`src/rtl/hazard_stall_unit.sv`:
```
// Hazard detection and stall/flush control for the IF/ID and Decode_To_Execute registers.
// Outputs are combinational from FSM state and current inputs; state and statistics counters are registered.
module hazard_stall_unit #(
    parameter int STALL_CNT_W = 16
) (
    input  logic                   Clk,
    input  logic                   Reset,
    input  logic [4:0]             RsDecode,
    input  logic [4:0]             RtDecode,
    input  logic                   UsesRs,
    input  logic                   UsesRt,
    input  logic                   BranchDecode,
    input  logic                   JrDecode,
    input  logic                   JumpDecode,
    input  logic                   RegWriteExecute,
    input  logic [1:0]             MemReadExecute,
    input  logic [4:0]             WriteRegExecute,
    input  logic                   RegWriteMemory,
    input  logic [1:0]             MemReadMemory,
    input  logic [4:0]             WriteRegMemory,
    input  logic                   BranchTaken,
    output logic                   PCWrite,
    output logic                   IFIDWrite,
    output logic                   IFIDFlush,
    output logic                   IDEXFlush,
    output logic [STALL_CNT_W-1:0] StallCount,
    output logic [STALL_CNT_W-1:0] FlushCount
);

    typedef enum logic {RUN, STALL} state_t;

    state_t                 state_q, state_d;
    logic [1:0]             stall_left_q, stall_left_d;
    logic [STALL_CNT_W-1:0] stall_cnt_q, stall_cnt_d;
    logic [STALL_CNT_W-1:0] flush_cnt_q, flush_cnt_d;

    logic       rs_used, rt_used, branch_like, load_e, load_m;
    logic       hit_e, hit_m;
    logic [1:0] need;
    logic       stalling;

    // jr reads Rs in Decode even if the decoder did not flag it
    assign rs_used     = UsesRs | JrDecode;
    assign rt_used     = UsesRt;
    assign branch_like = BranchDecode | JrDecode;
    assign load_e      = (MemReadExecute != 2'd0);
    assign load_m      = (MemReadMemory != 2'd0);

    assign hit_e = RegWriteExecute && (WriteRegExecute != 5'd0) &&
                   ((rs_used && (WriteRegExecute == RsDecode)) ||
                    (rt_used && (WriteRegExecute == RtDecode)));
    assign hit_m = RegWriteMemory && (WriteRegMemory != 5'd0) &&
                   ((rs_used && (WriteRegMemory == RsDecode)) ||
                    (rt_used && (WriteRegMemory == RtDecode)));

    always_comb begin
        need = 2'd0;
        if (load_e && hit_e)
            need = 2'd1;
        if (branch_like && hit_m && load_m)
            need = 2'd1;
        if (branch_like && hit_e)
            need = load_e ? 2'd2 : 2'd1;
    end

    always_comb begin
        state_d      = state_q;
        stall_left_d = stall_left_q;
        PCWrite      = 1'b1;
        IFIDWrite    = 1'b1;
        IFIDFlush    = 1'b0;
        IDEXFlush    = 1'b0;
        stalling     = 1'b0;
        if (BranchTaken) begin
            IFIDFlush    = 1'b1;
            IDEXFlush    = 1'b1;
            state_d      = RUN;
            stall_left_d = 2'd0;
        end else if (state_q == STALL) begin
            stalling     = 1'b1;
            stall_left_d = stall_left_q - 2'd1;
            if (stall_left_d == 2'd0)
                state_d = RUN;
        end else if (need != 2'd0) begin
            stalling = 1'b1;
            if (need == 2'd2) begin
                state_d      = STALL;
                stall_left_d = 2'd1;
            end
        end else if (JumpDecode) begin
            IFIDFlush = 1'b1;
        end
        if (stalling) begin
            PCWrite   = 1'b0;
            IFIDWrite = 1'b0;
            IDEXFlush = 1'b1;
        end
    end

    // Statistics counters saturate at all ones
    always_comb begin
        stall_cnt_d = stall_cnt_q;
        flush_cnt_d = flush_cnt_q;
        if (stalling && (stall_cnt_q != '1))
            stall_cnt_d = stall_cnt_q + 1'b1;
        if (IFIDFlush && (flush_cnt_q != '1))
            flush_cnt_d = flush_cnt_q + 1'b1;
    end

    always_ff @(posedge Clk) begin
        if (Reset) begin
            state_q      <= RUN;
            stall_left_q <= 2'd0;
            stall_cnt_q  <= '0;
            flush_cnt_q  <= '0;
        end else begin
            state_q      <= state_d;
            stall_left_q <= stall_left_d;
            stall_cnt_q  <= stall_cnt_d;
            flush_cnt_q  <= flush_cnt_d;
        end
    end

    assign StallCount = stall_cnt_q;
    assign FlushCount = flush_cnt_q;

endmodule

```
`config.mk`:
```
export PLATFORM = sky130hd
export DESIGN_NAME = hazard_stall_unit
export DESIGN_NICKNAME = d
export VERILOG_FILES = /design/src/rtl/hazard_stall_unit.sv
export SDC_FILE = /design/constraint.sdc
export NUM_CORES = 1
export LEC_CHECK = 0
export BUFFER_PORTS_ARGS = -buffer_cell sky130_fd_sc_hd__buf_2
export CAP_MARGIN = 10
export CORE_UTILIZATION = 39
export DETAILED_ROUTE_END_ITERATION = 12
export GPL_ROUTABILITY_DRIVEN = 0
export GPL_TIMING_DRIVEN = 0
export SETUP_SLACK_MARGIN = 0.05
export SLEW_MARGIN = 20
export SYNTH_ARGS = -nofsm -noshare
export SYNTH_HDL_FRONTEND = slang
export SYNTH_SLANG_ARGS = --single-unit
```
`constraint.sdc`:
```
create_clock -name Clk -period 2.8 [get_ports Clk]
set_input_delay 0.42 -clock Clk [delete_from_list [all_inputs] [get_ports Clk]]
set_output_delay 0.42 -clock Clk [all_outputs]
set_load 0.05 [all_outputs]
```
==> flow_summary.ini <==
[status]
status = completed

[timing]
max_freq_ghz = 0.3762
relSlewSlack = 0.6337
final.setup.worst_slack_ps = 141.6
tightest_slew_ps = 549.4
rsz0062_at_grt = no
final_max_slew_viol_count = 0
tns_ps = 0
setup_viol = 0
fin_crit_ps = 2658
skew_ps = 10.11
fin_crit_sh = 0.9494
hold_viol = 0

[yosys]
ys_top_cells_by_area = dfxtp_1, xor2_1, nor2_1
ys_types = 45
synthTopCellsByCount = dfxtp_1, nor2_1, xor2_1
synth_seq_cells = 35
synth_nets = 284
ys_warn_count = 0
synth_edf_count = 0
syn_avg_cell_area_um2 = 8.404
synth_seq_area_share = 0.3376
async_reset_ff_frac = 0
synth_top_area_cell = dfxtp_1
yosysMostFrequentCell = dfxtp_1
syn_area_um2 = 2076
yosysTopAreaCellShare = 0.3376
synth_ff_type = dfxtp_1
synthCells = 247

[power]
p_comb_frac = 0.151
leakage_nw = 1.067
intPower_uw = 761.5
p_sw_uw = 298.9
power.density_nw_per_um2 = 404.3
p_sw_frac = 0.2819
power.share.clock = 0.368
vdd_drop_max_uv = 243.4
p_seq_frac = 0.480

[final_layout]
num_antenna_cells = 0
seq_area_um2 = 700.7
drive_above_1_share = 0.2716
fill_cells = 547
final_nets = 360
area_delta_synth_final_pct = 26.34
multi_input_area_um2 = 1310

[setup_path]
start_kind = primary input
required_ps = 2380
worstPathArrival_ps = 2240
path_max_fanout = 4
worst-setup-path-type = primary input to output pin
endpoint_kind = output pin

[place]
portBuffers = 67
pre_cts_ws_ps = -195.8
hpwl_um = 3930

[floorplan]
coreArea_um2 = 5107
die-area_um2 = 5618
chipHeight_um = 74.96
rows = 26
fp.dieW_um = 74.96
initial_utilization = 0.4064
io_pins = 70

[drt]
routed_wl_um = 5169
vias = 2070
drt_first_pass_iters = 4
routedWlPerCell_um = 13.12
ant_nets = 0
drtIter0Drc = 76
drc_errors = 0
vias_per_cell = 5.254

[global_routing]
grt_overflow = 0
grt_pass1_wl_um = 8321
grt_pass1_vias = 1831
antenna_found_initial = 0
track_usage = 0.1950
grt_start_max_net_pins = 12

[clocking]
htreeDepth = 2
cts.path.max_buffers = 2
clkLatencyLatePin_ps = 290
cts_sinks = 35
cts_tree = done
cts-root-buf = clkbuf_8
clk_pin_slew_ps = 60
cts_made_buffers = 5

[worst_hold_path]
hold_class = flop to flop

[flow_run]
drv_cap = 0
-- cells by family (layout without fill, tap and decap cells) --
family | after synthesis | in the layout | share of synthesized area
XOR/XNOR | 30 | 30 | 0.1266
flip-flops | 35 | 35 | 0.3376
buffers and inverters | 18 | 95 | 0.03557
adder cells (fa/ha/maj) | 3 | 3 | 0.01809
AND/OR/NAND/NOR | 109 | 109 | 0.2851
AO/OA/AOI/OAI | 45 | 45 | 0.1604
multiplexers | 7 | 7 | 0.03677
-- layout make-up --
cell class	count	share of cell area
sequential	35	0.2672
buffer	11	0.01908
inverter	7	0.01002
clock inverter	1	0.003340
clock buffer	7	0.03292
multi-input combinational	194	0.4995
tap	70	0.03340
timing repair buffer	69	0.1345
-- stage by stage --
| step | std cells | area, um^2 | hold slack [ps] | power (mW) | utilization |
|---|---|---|---|---|---|
| final | 394 | 2623 | 491.5 | 1.060 | 0.5135 |
| after floorplan | 247 | 2078 | 456.6 | 0.6179 | - |
| after global placement | 384 | 2501 | 486.5 | 0.6759 | 0.4897 |
| after CTS | 393 | 2606 | 497.1 | 1.071 | 0.5103 |
| after global routing | 394 | 2623 | 528.5 | 1.106 | 0.5135 |
| after detailed placement | 384 | 2501 | 487.6 | 0.6779 | 0.4897 |
-- sequential cells by signal, summed over array words and instances (netlist names) --
signal	flops
StallCount	16
FlushCount	16
stall_left_q	2
state_q	1
-- critical path, stage by stage --
cell      delay (ps)
buf_2            120
or4_1            530
o21ai_2          150
nor2_1           110
a221oi_2         310
buf_4            180
or2_4            120
buf_4             90
clkbuf_4         210
-- placed cells by master (no fill, tap or decap), types with 2 or more instances in the layout --
master     count
xnor2_1       11
a21oi_1       16
or4_1          7
buf_4          4
nor3_2         2
mux2i_1        2
clkbuf_1       8
nor3_1         5
inv_1          7
clkbuf_8       6
buf_2         67
nand4_1        7
o31ai_1        4
and3_1         5
mux2_1         5
o21ai_2        2
o21ai_1        8
nand2b_1       2
nand2_1       12
ha_1           3
xor2_1        19
or3_1          6
nor2b_1        6
and4_1         3
nor4_1         9
dfxtp_1       35
a32o_1         2
nand3_1       12
a31o_1         2
nor2_1        27
a2111oi_0      2
-- path summary, 6_finish.rpt --
check                     start               to  slack (ps)  depth (start not counted)
max          WriteRegExecute[1]          PCWrite         140                          9
min             stall_left_q[0]  stall_left_q[0]         490                          1
max reg2reg       FlushCount[6]    FlushCount[1]         470                          8
min reg2reg     stall_left_q[0]  stall_left_q[0]         490                          1
-- timing repair --
action / in CTS / in global routing
pin swaps: 1 / 0
hold buffers: 0 / 0
setup buffers: 1 / 1
gates cloned: 0 / 0
resized for setup: 1 / 2
setup endpoints to repair: 4 / 2
-- power by group through the flow --
stage | registers (mW) | clock network (mW) | logic [mW]
after floorplan | 0.539 | 0 | 0.0792
after global placement | 0.521 | 0 | 0.155
after detailed placement | 0.521 | 0 | 0.157
after CTS | 0.509 | 0.402 | 0.159
after global routing | 0.510 | 0.420 | 0.175
final | 0.509 | 0.391 | 0.160
-- routing by layer --
metal / global-route usage / up-vias / wire (um)
met4: 0.06289 / 0 / 58
met1: 0.2488 / 955 / 2474
met2: 0.3283 / 47 / 2369
met5: 0 / - / 0
met3: 0.04150 / 6 / 267
li1: - / 1062 / -
(Power assumes the default switching activity.)
